**src/rtl/maxnet_pkg.sv**
```systemverilog
// Shared definitions for the MAXNET controller and its datapath.
package maxnet_pkg;

    // Controller state encoding.
    typedef enum logic [3:0] {
        ST_IDLE   = 4'd0,
        ST_LOAD   = 4'd1,
        ST_CLR    = 4'd2,
        ST_START  = 4'd3,
        ST_WAIT   = 4'd4,
        ST_UPDATE = 4'd5,
        ST_CHECK  = 4'd6,
        ST_DONE   = 4'd7,
        ST_FAULT  = 4'd8
    } state_t;

    // IEEE-754 single-precision 1.0, used by the datapath.
    localparam logic [31:0] FP32_ONE = 32'h3F800000;

endpackage

```
**src/rtl/maxnet_watchdog.sv**
```systemverilog
// Clearable, saturating counter of cycles spent waiting for the PLUs.
module maxnet_watchdog #(
    parameter int PLU_TIMEOUT = 64
) (
    input  logic clk,
    input  logic rst,
    input  logic clr,
    input  logic inc,
    output logic expired
);
    import maxnet_pkg::*;

    localparam int CW = $clog2(PLU_TIMEOUT + 1);
    localparam logic [CW-1:0] CMAX = CW'(PLU_TIMEOUT - 1);
    localparam logic [CW-1:0] ONE  = CW'(1);

    logic [CW-1:0] count_q;
    logic [CW-1:0] count_d;

    // Clear wins over increment; the count sticks at its last expiry value.
    always_comb begin
        count_d = count_q;
        if (clr) begin
            count_d = '0;
        end else if (inc && (count_q != CMAX)) begin
            count_d = count_q + ONE;
        end
    end

    // Counter register.
    always_ff @(posedge clk or posedge rst) begin
        if (rst) begin
            count_q <= '0;
        end else begin
            count_q <= count_d;
        end
    end

    assign expired = (count_q == CMAX);

endmodule

```
**src/rtl/maxnet_controller.sv**
```systemverilog
// Sequencer for one MAXNET competition: load, iterate PLU rounds, detect
// convergence, iteration limit or PLU timeout.
module maxnet_controller #(
    parameter int MAX_ITER    = 16,
    parameter int PLU_TIMEOUT = 64
) (
    input  logic                          clk,
    input  logic                          rst,
    input  logic                          go,
    input  logic                          plu_done,
    input  logic                          finish,
    output logic                          rst_plu,
    output logic                          eps_reg_we,
    output logic                          we_prim,
    output logic                          we_a_reg,
    output logic                          mux_sel,
    output logic                          start,
    output logic                          busy,
    output logic                          done,
    output logic                          fault,
    output logic [$clog2(MAX_ITER+1)-1:0] iter_count
);
    import maxnet_pkg::*;

    localparam int IW = $clog2(MAX_ITER + 1);
    localparam logic [IW-1:0] ITER_MAX = IW'(MAX_ITER);
    localparam logic [IW-1:0] ONE      = IW'(1);

    state_t        state_q, state_d;
    logic [IW-1:0] iter_q, iter_d;
    logic          fault_q, fault_d;
    logic          rst_plu_q, eps_q, prim_q, wea_q, mux_q, start_q, busy_q, done_q;
    logic          wd_expired;

    maxnet_watchdog #(.PLU_TIMEOUT(PLU_TIMEOUT)) u_watchdog (
        .clk     (clk),
        .rst     (rst),
        .clr     (state_q == ST_START),
        .inc     (state_q == ST_WAIT),
        .expired (wd_expired)
    );

    // Next-state logic; plu_done beats timeout and finish beats the iteration limit.
    always_comb begin
        state_d = state_q;
        case (state_q)
            ST_IDLE:   if (go) state_d = ST_LOAD;
            ST_LOAD:   state_d = ST_CLR;
            ST_CLR:    state_d = ST_START;
            ST_START:  state_d = ST_WAIT;
            ST_WAIT: begin
                if (plu_done)        state_d = ST_UPDATE;
                else if (wd_expired) state_d = ST_FAULT;
            end
            ST_UPDATE: state_d = ST_CHECK;
            ST_CHECK: begin
                if (finish)                  state_d = ST_DONE;
                else if (iter_q == ITER_MAX) state_d = ST_FAULT;
                else                         state_d = ST_CLR;
            end
            ST_DONE:   state_d = ST_IDLE;
            ST_FAULT:  state_d = ST_IDLE;
            default:   state_d = ST_IDLE;
        endcase
    end

    // Counter and sticky fault look ahead at the next state so they line up with the strobes.
    always_comb begin
        iter_d  = iter_q;
        fault_d = fault_q;
        if (state_d == ST_LOAD) begin
            iter_d  = '0;
            fault_d = 1'b0;
        end else if ((state_d == ST_UPDATE) && (iter_q != ITER_MAX)) begin
            iter_d = iter_q + ONE;
        end
        if (state_d == ST_FAULT) begin
            fault_d = 1'b1;
        end
    end

    // State, counter and registered strobes decoded from the next state.
    always_ff @(posedge clk or posedge rst) begin
        if (rst) begin
            state_q   <= ST_IDLE;
            iter_q    <= '0;
            fault_q   <= 1'b0;
            rst_plu_q <= 1'b0;
            eps_q     <= 1'b0;
            prim_q    <= 1'b0;
            wea_q     <= 1'b0;
            mux_q     <= 1'b0;
            start_q   <= 1'b0;
            busy_q    <= 1'b0;
            done_q    <= 1'b0;
        end else begin
            state_q   <= state_d;
            iter_q    <= iter_d;
            fault_q   <= fault_d;
            rst_plu_q <= (state_d == ST_CLR);
            eps_q     <= (state_d == ST_LOAD);
            prim_q    <= (state_d == ST_LOAD);
            wea_q     <= (state_d == ST_LOAD) || (state_d == ST_UPDATE);
            mux_q     <= (state_d == ST_LOAD);
            start_q   <= (state_d == ST_START);
            busy_q    <= (state_d != ST_IDLE);
            done_q    <= (state_d == ST_DONE) || (state_d == ST_FAULT);
        end
    end

    assign rst_plu    = rst_plu_q;
    assign eps_reg_we = eps_q;
    assign we_prim    = prim_q;
    assign we_a_reg   = wea_q;
    assign mux_sel    = mux_q;
    assign start      = start_q;
    assign busy       = busy_q;
    assign done       = done_q;
    assign fault      = fault_q;
    assign iter_count = iter_q;

endmodule

```
**config.mk**
```make
export PLATFORM = sky130hd
export DESIGN_NAME = maxnet_controller
export DESIGN_NICKNAME = d
export VERILOG_FILES = /design/src/rtl/maxnet_pkg.sv /design/src/rtl/maxnet_watchdog.sv /design/src/rtl/maxnet_controller.sv
export SDC_FILE = /design/constraint.sdc
export NUM_CORES = 1
export LEC_CHECK = 0
export ABC_AREA = 1
export BUFFER_PORTS_ARGS = -buffer_cell sky130_fd_sc_hd__buf_2
export CORE_AREA = 10 10 59 61
export DETAILED_ROUTE_END_ITERATION = 6
export DIE_AREA = 0 0 69 71
export PLACE_DENSITY = 0.79
export SYNTH_ARGS = -nofsm -noshare
export SYNTH_HDL_FRONTEND = slang
export SYNTH_HIERARCHICAL = 1
export SYNTH_SLANG_ARGS = --single-unit
```
**constraint.sdc**
```tcl
create_clock -name clk -period 3.8 [get_ports clk]
set_input_delay 0.19 -clock clk [delete_from_list [all_inputs] [get_ports clk]]
set_output_delay 0.19 -clock clk [all_outputs]
set_load 0.05 [all_outputs]
```
; ---- Word level (Yosys, flattened, before mapping)
; Cells that the tools add are included.
[totals]
out_inout_bits = 14
ff_bits = 23
inputBits = 5
wordCells = 49
[op_classes]
n_eq_ne = 16
n_reduce_logical = 9
n_mux = 12
n_addsub = 2
[ops]
columns = operator, n
row1 = 4-bit case mux with 7 select lines, 1
row2 = 4-bit by 3-bit equality test with 1-bit output (second input constant), 5
row3 = 4-bit 2-to-1 mux, 5
row4 = 4-bit by 2-bit equality test with 1-bit output (second input constant), 4
row5 = 7-bit 2-to-1 mux, 2
row6 = 5-bit 2-to-1 mux, 2
row7 = 4-bit by 1-bit equality test with 1-bit output (second input constant), 2
row8 = 7-bit by 1-bit adder with 7-bit output (second input constant), 1
row9 = 7-bit by 6-bit equality test with 1-bit output (second input constant), 1
row10 = 7-bit by 6-bit inequality test with 1-bit output (second input constant), 1
row11 = 2-bit nonzero test, 3
row12 = 5-bit by 1-bit adder with 5-bit output (second input constant), 1
row13 = 5-bit equality test (second input constant), 1
row14 = 5-bit inequality test (second input constant), 1
row15 = 4-bit equality test (second input constant), 1
row16 = 4-bit logical NOT, 1
row17 = 4-bit nonzero test, 1
row18 = 1-bit logical AND, 2
row19 = 1-bit logical OR, 2
row20 = 1-bit 2-to-1 mux, 2

; ---- Depth between registers and ports, before layout
; Gate-level depths: netlist of the first run.
[depth]
depth_word = 8
mapped_depth = 11
depth_no_buf = 11

; ---- By module
; The synthesis of the first run kept the hierarchy.
[modules_own_cells]
columns = module, cells_each, seq_area_each_um2, n_inst, area_each_um2
row1 = maxnet_controller, 117, 400.4, 1, 909.6
row2 = maxnet_watchdog, 56, 175.2, 1, 417.9

; ---- Worst setup path before layout of the first run
; Ideal clock, no wire load.
[synth_path]
path_type = reg2reg
from = register iter_q[0] (netlist: iter_count[0])
to = register rst_plu_q (netlist: rst_plu)
setup_ns = 0.071
t_arrival_ns = 1.519
required_time_ns = 3.729
setup_slack_ns = 2.210
path_stages_with_launch = 10
synth_period_minus_slack_ns = 1.590
path_buffers = 0
cell_sequence = dfrtp_1 > inv_1 > ha_1 > nand2_1 > inv_1 > nand3b_1 > nor2_1 > nor2_1 > nand2_1 > nor2_1
[synth_via]
elab_chain_len = 5
[synth_lines]
columns = element, line
row1 = from (decl), maxnet_controller.sv:30  ; logic [IW-1:0] iter_q, iter_d;
row2 = from (signal assigned), maxnet_controller.sv:98  ; iter_q <= iter_d;
row3 = 5-bit equality test, maxnet_controller.sv:58  ; else if (iter_q == ITER_MAX) state_d = ST_FAULT;
row4 = 4-bit 2-to-1 mux, maxnet_controller.sv:58
row5 = 4-bit 2-to-1 mux, maxnet_controller.sv:57  ; if (finish) state_d = ST_DONE;
row6 = 4-bit case mux with 7 select lines, maxnet_controller.sv:46  ; case (state_q)
row7 = 4-bit by 2-bit equality test with 1-bit output, maxnet_controller.sv:100  ; rst_plu_q <= (state_d == ST_CLR);
row8 = to (signal assigned), maxnet_controller.sv:100
row9 = to (decl), maxnet_controller.sv:32  ; logic rst_plu_q, eps_q, prim_q, wea_q, mux_q, start_q, busy_q, done_q;
; No other way between the ends.
; A chain may end at the register's enable or synchronous reset.

; ---- Worst setup path after layout of the first run
[layout_path]
from = register u_watchdog.count_q[0]
to = register rst_plu_q (netlist: rst_plu)
[layout_via]
elab_chain_len = 5
[layout_lines]
columns = element, line
row1 = from (decl), maxnet_watchdog.sv:17  ; logic [CW-1:0] count_q;
row2 = from (signal assigned), maxnet_watchdog.sv:35  ; count_q <= count_d;
row3 = 7-bit by 6-bit equality test with 1-bit output, maxnet_watchdog.sv:39  ; assign expired = (count_q == CMAX);
row4 = named net wd_expired, maxnet_controller.sv:33  ; logic wd_expired;
row5 = 4-bit 2-to-1 mux, maxnet_controller.sv:53  ; else if (wd_expired) state_d = ST_FAULT;
row6 = 4-bit 2-to-1 mux, maxnet_controller.sv:52  ; if (plu_done) state_d = ST_UPDATE;
row7 = 4-bit case mux with 7 select lines, maxnet_controller.sv:46
row8 = 4-bit by 2-bit equality test with 1-bit output, maxnet_controller.sv:100
; The timed path passes the listed nets, and every way through them passes these cells.

==> reports/metrics.cfg, run 1 <==
[global_route]
grt_pass1_wl_mm=4.685
gr-usage-met2_pct=18.50
antenna_found_initial=0
gr-usage-met1_pct=12.63
grt_overflow=0
grt_pass1_vias=1070
busiest_layer=met2
track_usage_pct=11.17
grt_max_degree=17
grtUsageMet3_pct=4.463

[routing]
drc=0
totalWireLength_mm=2.736
viasPerCell=5.031
wire_per_inst_um=12.27
ant_nets=0
drt_iter0_markers=79
vias=1122
drt_first_pass_iters=4

[setup_path]
required_ns=4.06
worst_setup_path_end_kind=flop
arrival_ns=1.88
crit_type=flop to flop
cp_max_fo=4
start_kind=flop

[die]
die_area_um2=4899
rows=18
die_w_um=69
ios=19
initial_utilization_pct=55.61
die_h_um=71
core_um2=2387

[timing]
rsz0062_at_grt=no
fmax_mhz=614.2
setup_viol=0
clock_skew_ns=0.009941
tightest_slew_ns=0.6333
whs_ns=0.1462
slew_viol_final=0
layout_min_cycle_time_ns=1.628
slew_headroom_pct=57.73
finalCritPeriodShare_pct=42.85
fin_ws_ns=2.172
final_hold_viol_count=0
fin_tns_setup_ns=0

[finish]
final_cell_mix=46 x nand2_1, 23 x inv_1, 23 x nand3_1, 23 x dfrtp_1, 20 x nor2_1
syn2layout_area_growth_pct=10.93
drive_gt1_share_pct=21.76
fin_nets=202
n_antenna_cell=0
largest_reg_flops=7
top_register=u_watchdog/count_q
final_common_cell=nand2_1

[clocking]
path_clk_slew_ns=0.13
cts-root-buf=clkbuf_4
clk_latency_ns=0.32
numCtsBuffers=3
cts_tree=done
h-tree-depth=1
cts_num_sinks=23
clockBufferDepth=2

[placement]
dp_hpwl_mm=2.176
gp_congestion=0.9285
pre_cts_ws_ns=2.187
portBuffers=18

[synthesis]
seq_area_frac_synth_pct=43.36
ys_seq_elements=23
synth_flop_cell=dfrtp_1
syn-num-nets=181
avgSynthCellArea_um2=7.674
synthCells=173
async_flop_share_pct=100.0
synth_cell_types=24
synth_area_um2=1328
yosysWarnings=6
synth_edf_count=0

[status]
status=completed

[power]
power.density_nw_per_um2=649.7
power_mw=0.9567
power.leakage_nw=0.8591
vdd_ir_drop_max_mv=0.3818

[worst_hold_path]
min_path_type=input port to flop

[job]
max_cap_viol_count=0

[where the power goes]
| part | internal (mW) | leakage, nW | switching, mW |
|---|---|---|---|
| combinational | 0.129 | 0.534 | 0.357 |
| sequential | 0.301 | 0.308 | 0.0535 |
| clock | 0.0394 | 0.0177 | 0.0762 |
| total | 0.470 | 0.859 | 0.487 |
[final timing paths]
| kind | from | to | slack (ns) | cells past startpoint |
|---|---|---|---|---|
| min | plu_done | state_q[0] | 0.15 | 3 |
| min in group asynchronous | rst | u_watchdog/count_q[6] | 0.33 | 3 |
| max | u_watchdog/count_q[0] | rst_plu | 2.17 | 8 |
| max reg2reg | u_watchdog/count_q[0] | rst_plu | 2.17 | 8 |
| min reg2reg | fault | fault | 0.52 | 2 |
| max in group asynchronous | rst | state_q[2] | 2.90 | 3 |
[critical path: stages (launching register included)]
cell	delay (ns)
dfrtp_1	0.44
ha_1	0.25
nand3_1	0.13
nor2_2	0.07
o21ai_0	0.23
nor2_1	0.08
nor2_1	0.19
nand2_1	0.07
nor2_1	0.11
[layout make-up]
cell class	count	area, µm²
tap	30	37.54
timing repair buffer	19	100.1
multi-input combinational	119	625.6
clock inverter	1	5.005
sequential	23	575.6
clock buffer	3	22.52
fill	215	914.6
inverter	28	106.4
[cells by family after synthesis]
kind of cell,share of synthesized area (%)
AO/OA/AOI/OAI,1.602
XOR/XNOR,2.640
adder cells (fa/ha/maj),2.828
buffers and inverters,9.518
flip-flops,43.36
AND/OR/NAND/NOR,40.06
[Yosys cell counts (2+ instances only)]
cell type	count	area [µm²]
inv_1	23	86.33
xor2_1	3	26.28
nor2_4	3	33.78
buf_4	2	15.01
ha_1	3	37.54
nand3_1	23	115.1
nand3b_1	2	15.01
nor2_2	4	25.02
nand2_1	46	172.7
nand4_1	3	18.77
dfrtp_1	23	575.6
inv_2	3	11.26
nand2_2	4	25.02
nor2_1	20	75.07
nand3_2	2	20.02
[repair_timing]
item                                   4_1_cts  5_1_grt
gates resized for setup                      0        0
buffers inserted                             0        0
hold buffers                                 1        0
endpoints found under the hold margin       23        0
[metal layers]
| metal | part of all wire (%) | vias up |
|---|---|---|
| met5 | 0 | - |
| met4 | 1.2 | 0 |
| met3 | 6.7 | 4 |
| met2 | 48 | 29 |
| met1 | 44 | 515 |
| li1 | - | 574 |
[through the flow]
stage / util, % / instances / area [µm²]
3_5_place_dp: 60.12 / 218 / 1435
2_1_floorplan: - / 173 / 1328
3_3_place_gp: 60.12 / 218 / 1435
6_report: 61.69 / 223 / 1473
4_1_cts: 61.69 / 223 / 1473
5_1_grt: 61.69 / 223 / 1473
Note: power is estimated with default switching activity, not from simulation.
==> run 2, diff against run 1 <==
--- a/config.mk
+++ b/config.mk
@@ -5,12 +5,12 @@
 export SDC_FILE = /design/constraint.sdc
 export NUM_CORES = 1
 export LEC_CHECK = 0
-export ABC_AREA = 1
+export ABC_AREA = 0
 export BUFFER_PORTS_ARGS = -buffer_cell sky130_fd_sc_hd__buf_2
-export CORE_AREA = 10 10 59 61
+export CORE_AREA = 10 10 62 64
 export DETAILED_ROUTE_END_ITERATION = 6
-export DIE_AREA = 0 0 69 71
-export PLACE_DENSITY = 0.79
+export DIE_AREA = 0 0 72 74
+export PLACE_DENSITY = 0.72
 export SYNTH_ARGS = -nofsm -noshare
 export SYNTH_HDL_FRONTEND = slang
 export SYNTH_HIERARCHICAL = 1
==> constraint.sdc (replaced) <==
create_clock -name clk -period 1.4 [get_ports clk]
set_input_delay 0.07 -clock clk [delete_from_list [all_inputs] [get_ports clk]]
set_output_delay 0.07 -clock clk [all_outputs]
set_load 0.05 [all_outputs]
==> run 2 against run 1 <==
  * The run now ends with negative setup slack left
  * Clock power rose to 2.7 times the previous value
  * Largest power group unchanged
  * Fmax is 14% lower
  * Hold slack lost 0.067 ns
  * Area after synthesis decreased by 4.3%
==> reports/metrics.cfg, run 2 <==
[synthesis]
synth_area_leaders=dfrtp_1 45%, ha_1 3.0%, inv_1 3.0%
synth_common_cells=23 x dfrtp_1, 10 x inv_1, 8 x nand2_1, 8 x nor2_1
syn-num-nets=135
synth_cell_types=48
avgSynthCellArea_um2=10.00
yosysWarnings=6
yosys.area.top_type_share_pct=45.32
yosysMostFrequentCell=dfrtp_1
async_flop_share_pct=100.0
synth_area_um2=1270
seq_area_frac_synth_pct=45.32
synth_edf_count=0
ys_seq_elements=23
synthCells=127
synth_flop_cell=dfrtp_1
yosysTopAreaCell=dfrtp_1

[die]
rows=19
die_w_um=72
die_area_um2=5328
initial_utilization_pct=47.70
core_um2=2663
ios=19
die_h_um=74

[global_route]
track_usage_pct=13.07
grt_max_degree=17
grt_overflow=0
antenna_found_initial=0
grt_pass1_vias=1235
grt_pass1_wl_mm=5.685

[placement]
place_area_um2=1659
dp_hpwl_mm=2.453
portBuffers=18
gp_congestion=0.8281

[finish]
top_register=u_watchdog/count_q
syn2layout_area_growth_pct=52.91
finalCoreUtilization_pct=72.93
fin_nets=201
final_common_cell=buf_4
drive_gt1_share_pct=58.33
n_fill_cell=189
seqCellArea_um2=585.6
largest_reg_flops=7
final_cell_mix=41 x buf_4, 18 x buf_2, 15 x dfrtp_1
final_area_um2=1942
n_antenna_cell=0
multiInputGateArea_um2=750.7

[power]
p_sw_mw=1.751
power.leakage_nw=0.9575
power.density_nw_per_um2=2054
seqPwrFrac_pct=24.8
vdd_ir_drop_max_mv=1.632
power_frac_comb_pct=67.2
p_clk_share_pct=8.0
power_mw=3.989
internal_power_mw=2.238
p_sw_share_pct=43.90

[routing]
totalWireLength_mm=3.592
drt_first_pass_iters=4
drc=0
ant_nets=0
vias=1195
drt_iter0_markers=96
viasPerCell=5.359
wire_per_inst_um=16.11

[setup_path]
worst_setup_path_end_kind=flop
arrival_ns=2.10
start_kind=flop
crit_type=flop to flop
reg2reg_depth=8
required_ns=1.62
cp_max_fo=4

[clocking]
h-tree-depth=1
cts_num_sinks=23
clockBufferDepth=2
path_clk_slew_ns=0.14
clk_latency_ns=0.32
numCtsBuffers=3
cts-root-buf=clkbuf_4
cts_tree=done

[status]
status=complete, but fails checks
violations=negative setup slack

[worst_hold_path]
hold_path_depth=3
min_path_type=input port to flop

[timing]
layout_min_cycle_time_ns=1.888
whs_ns=0.07904
fmax_mhz=529.8
slew_headroom_pct=56.96
finalCritPeriodShare_pct=134.8
slew_viol_final=0
rsz0062_at_grt=yes
final_hold_viol_count=0
fin_ws_ns=-0.4876
clock_skew_ns=0.008299
tightest_slew_ns=0.6450
fin_tns_setup_ns=-5.859
setup_viol=21

[job]
max_cap_viol_count=0

-- run 2: cell count changes after synthesis, moves of 4 or more --
cell	previous run	this run
nand2_1	46	8
nand3_1	23	6
inv_1	23	10
nor2_1	20	8
nand2b_1	0	6
nor2b_1	0	6
nor3_1	0	5
nor2_2	4	0
-- run 2: per-layer routing --
layer / global-route usage (%) / up-vias / wire length [µm]
li1: - / 574 / -
met1: 13.97 / 584 / 1423
met2: 24.51 / 31 / 1937
met3: 3.191 / 6 / 176
met4: 4.516 / 0 / 55
met5: 0 / - / 0
-- run 2: path summary, 6_finish.rpt --
path | start | to | slack (ns)
max in group asynchronous | rst | state_q[2] | 0.57
min reg2reg | fault | fault | 0.49
max reg2reg | iter_count[1] | iter_count[4] | -0.49
min in group asynchronous | rst | u_watchdog/count_q[0] | 0.21
min | finish | done | 0.08
max | iter_count[1] | iter_count[4] | -0.49
-- run 2: worst max-delay path: stages, from the launching register on --
cell	delay, ns
dfrtp_2	0.42
inv_1	0.05
ha_1	0.13
and4bb_2	0.30
nand2_2	0.08
a21oi_4	0.14
inv_2	0.05
a311o_1	0.30
a221o_1	0.31
-- run 2: power by group through the flow --
stage	logic (mW)	clock network (mW)	registers, mW
after global placement	1.95	0	0.996
after detailed placement	2.01	0	1.01
after CTS	2.37	0.321	0.984
after floorplan	0.996	0	1.27
final	2.68	0.318	0.989
after global routing	2.87	0.353	1.01
-- run 2: logic make-up (layout without fill, tap and decap cells) --
kind of cell | Yosys count | after routing | synth area share [%]
simple gates | 53 | 53 | 25.32
compound gates | 24 | 24 | 15.17
flops | 23 | 23 | 45.32
buf+inv | 18 | 83 | 6.404
mux | 4 | 4 | 3.448
fa+ha+maj | 3 | 3 | 2.956
xor+xnor | 2 | 2 | 1.380
-- run 2: metrics by stage --
stage / cells / setup slack, ns
after floorplan: 127 / -0.5735
after global placement: 206 / -0.4000
after detailed placement: 206 / -0.4327
after CTS: 219 / -0.4550
after global routing: 223 / -0.5412
final: 223 / -0.4876
-- run 2: cell type report --
| type | count | area share [%] |
|---|---|---|
| Clock inverter | 1 | 0.2577 |
| Tap cell | 31 | 1.997 |
| Timing Repair Buffer | 67 | 25.06 |
| Sequential cell | 23 | 30.15 |
| Multi-Input combinational cell | 86 | 38.66 |
| Clock buffer | 3 | 1.160 |
| Inverter | 12 | 2.706 |
-- run 2: timing repair --
| item | CTS | global route |
|---|---|---|
| pin swaps | 9 | 6 |
| hold endpoints to repair | 23 | 0 |
| hold buffers | 1 | 0 |
| gates resized for setup | 18 | 18 |
| endpoints found under the setup margin | 21 | 22 |
| setup buffers | 9 | 5 |
==> run 3, diff against run 2 <==
--- a/config.mk
+++ b/config.mk
@@ -10,6 +10,7 @@
 export CORE_AREA = 10 10 62 64
 export DETAILED_ROUTE_END_ITERATION = 6
 export DIE_AREA = 0 0 72 74
+export GPL_ROUTABILITY_DRIVEN = 0
 export PLACE_DENSITY = 0.72
 export SYNTH_ARGS = -nofsm -noshare
 export SYNTH_HDL_FRONTEND = slang
==> constraint.sdc (replaced) <==
create_clock -name clk -period 1.6 [get_ports clk]
set_input_delay 0.08 -clock clk [delete_from_list [all_inputs] [get_ports clk]]
set_output_delay 0.08 -clock clk [all_outputs]
set_load 0.05 [all_outputs]
==> run 3 against run 2 <==
  * Largest power group unchanged
  * First-iteration DRC count down 30%
  * Via count down 4.1%
  * Critical path type unchanged
  * Critical path depth unchanged
  * Largest cell class unchanged
  * Non-clock buffer count down 9
  * Hold slack worse by 0.068 ns
  * Critical endpoint unchanged
  * Clock skew down 0.0069 ns
  * The run still ends with negative setup slack left
==> reports/metrics.cfg, run 3 (synthesis results as in run 2) <==
[clocking]
cts-root-buf=clkbuf_4
clk_latency_ns=0.32
path_clk_slew_ns=0.13
cts_tree=done
numCtsBuffers=3
clockBufferDepth=2
cts_num_sinks=23
h-tree-depth=1

[routing]
drc=0
ant_nets=0
viasPerCell=5.355
totalWireLength_mm=3.190
vias=1146
drt_first_pass_iters=4
wire_per_inst_um=14.91
drt_iter0_markers=67

[power]
power_mw=3.198
vdd_ir_drop_max_mv=1.284
power.density_nw_per_um2=1799
power.leakage_nw=0.8976

[finish]
syn2layout_area_growth_pct=40.00
final_area_um2=1778
final_cell_mix=37 x buf_4, 18 x buf_2, 16 x dfrtp_1
final_common_cell=buf_4
seqCellArea_um2=584.3
largest_reg_flops=7
n_fill_cell=218
fin_nets=192
n_antenna_cell=0
top_register=u_watchdog/count_q
multiInputGateArea_um2=680.7
drive_gt1_share_pct=50.82

[global_route]
grt_pass1_vias=1180
antenna_found_initial=0
grt_pass1_wl_mm=5.230
track_usage_pct=12.11
grt_overflow=0
grt_max_degree=17

[die]
rows=19
die_area_um2=5328
die_w_um=72
core_um2=2663
initial_utilization_pct=47.70
die_h_um=74
ios=19

[timing]
setup_viol=14
clock_skew_ns=0.001356
layout_min_cycle_time_ns=1.878
fin_tns_setup_ns=-1.813
fin_ws_ns=-0.2780
slew_headroom_pct=58.70
finalCritPeriodShare_pct=117.4
fmax_mhz=532.5
slew_viol_final=0
final_hold_viol_count=0
rsz0062_at_grt=yes
tightest_slew_ns=0.6188

[job]
max_cap_viol_count=0

[placement]
portBuffers=18
pre_cts_ws_ns=-0.2407
dp_hpwl_mm=2.351
place_area_um2=1598

[setup_path]
critPathBufInv=2
start_kind=flop
crit_type=flop to flop
crit_family=compound AO/OA/AOI/OAI gates
crit_path_frequent_cell=inv_2
cp_max_fo=4
critical_path.max_stage_delay_ns=0.44
worst_setup_path_end_kind=flop
arrival_ns=2.10
required_ns=1.82
cp_cell_sequence=inv_2 > ha_1 > and4bb_2 > nand2_2 > a21oi_4 > inv_2 > a311o_1 > a221o_1
critPathSlowestCell=dfrtp_2

[status]
violations=negative setup slack
status=complete, but fails checks

[worst_hold_path]
min_path_type=input port to flop

-- run 3: cell types whose count changed in the layout (fill, tap and decap cells not counted), moves of 2 or more --
cell and delta:
buf_6 -5, inv_2 +2, buf_4 -4, nor3_2 -3, nor3_1 +3
-- run 3: stage by stage --
| step | cells | hold WS, ns | utilization (%) |
|---|---|---|---|
| 6_report | 214 | 0.01129 | 66.78 |
| 5_1_grt | 214 | 0.01429 | 66.78 |
| 2_1_floorplan | 127 | -0.1166 | - |
| 4_1_cts | 209 | 0.01045 | 64.38 |
| 3_3_place_gp | 199 | 0.03530 | 60.01 |
| 3_5_place_dp | 199 | 0.04110 | 60.01 |
-- run 3: final timing paths --
kind,cells after the start,endpoint,slack (ns),startpoint
worst max-delay path,8,iter_count[4],-0.28,iter_count[0]
worst min-delay path,2,done,0.01,finish
worst max register to register,8,iter_count[4],-0.28,iter_count[0]
worst min register to register,1,fault,0.52,fault
max in group asynchronous,3,state_q[2],0.80,rst
min in group asynchronous,3,u_watchdog/count_q[1],0.22,rst
-- run 3: metal layers --
layer  wire length (µm)  share of wire, %  track usage, %
met5                  0                 0               0
met3                 91               2.9           2.261
met4                 97               3.0           7.957
met2               1666                52           21.08
met1               1334                42           13.27
-- run 3: power breakdown --
part / leakage, nW / switching [mW] / internal (mW) / total, mW
registers: 0.294 / 0.159 / 0.739 / 0.899
clock network: 0.0150 / 0.186 / 0.0978 / 0.284
logic: 0.588 / 1.05 / 0.964 / 2.01
total: 0.898 / 1.40 / 1.80 / 3.20
-- run 3: cell type report --
| class | count | area share (%) |
|---|---|---|
| well taps | 31 | 2.182 |
| flip-flops and latches | 23 | 32.86 |
| inverters | 12 | 2.674 |
| repair buffers | 58 | 22.52 |
| multi-input cells | 86 | 38.28 |
| clock buffers | 4 | 1.478 |
-- run 3: what timing repair did --
action                                  CTS  global route
setup buffers                             5             5
endpoints found under the setup margin   11            17
hold buffers                              1             0
pin swaps                                 5             6
gates resized for setup                  11             8
endpoints found under the hold margin    23             0
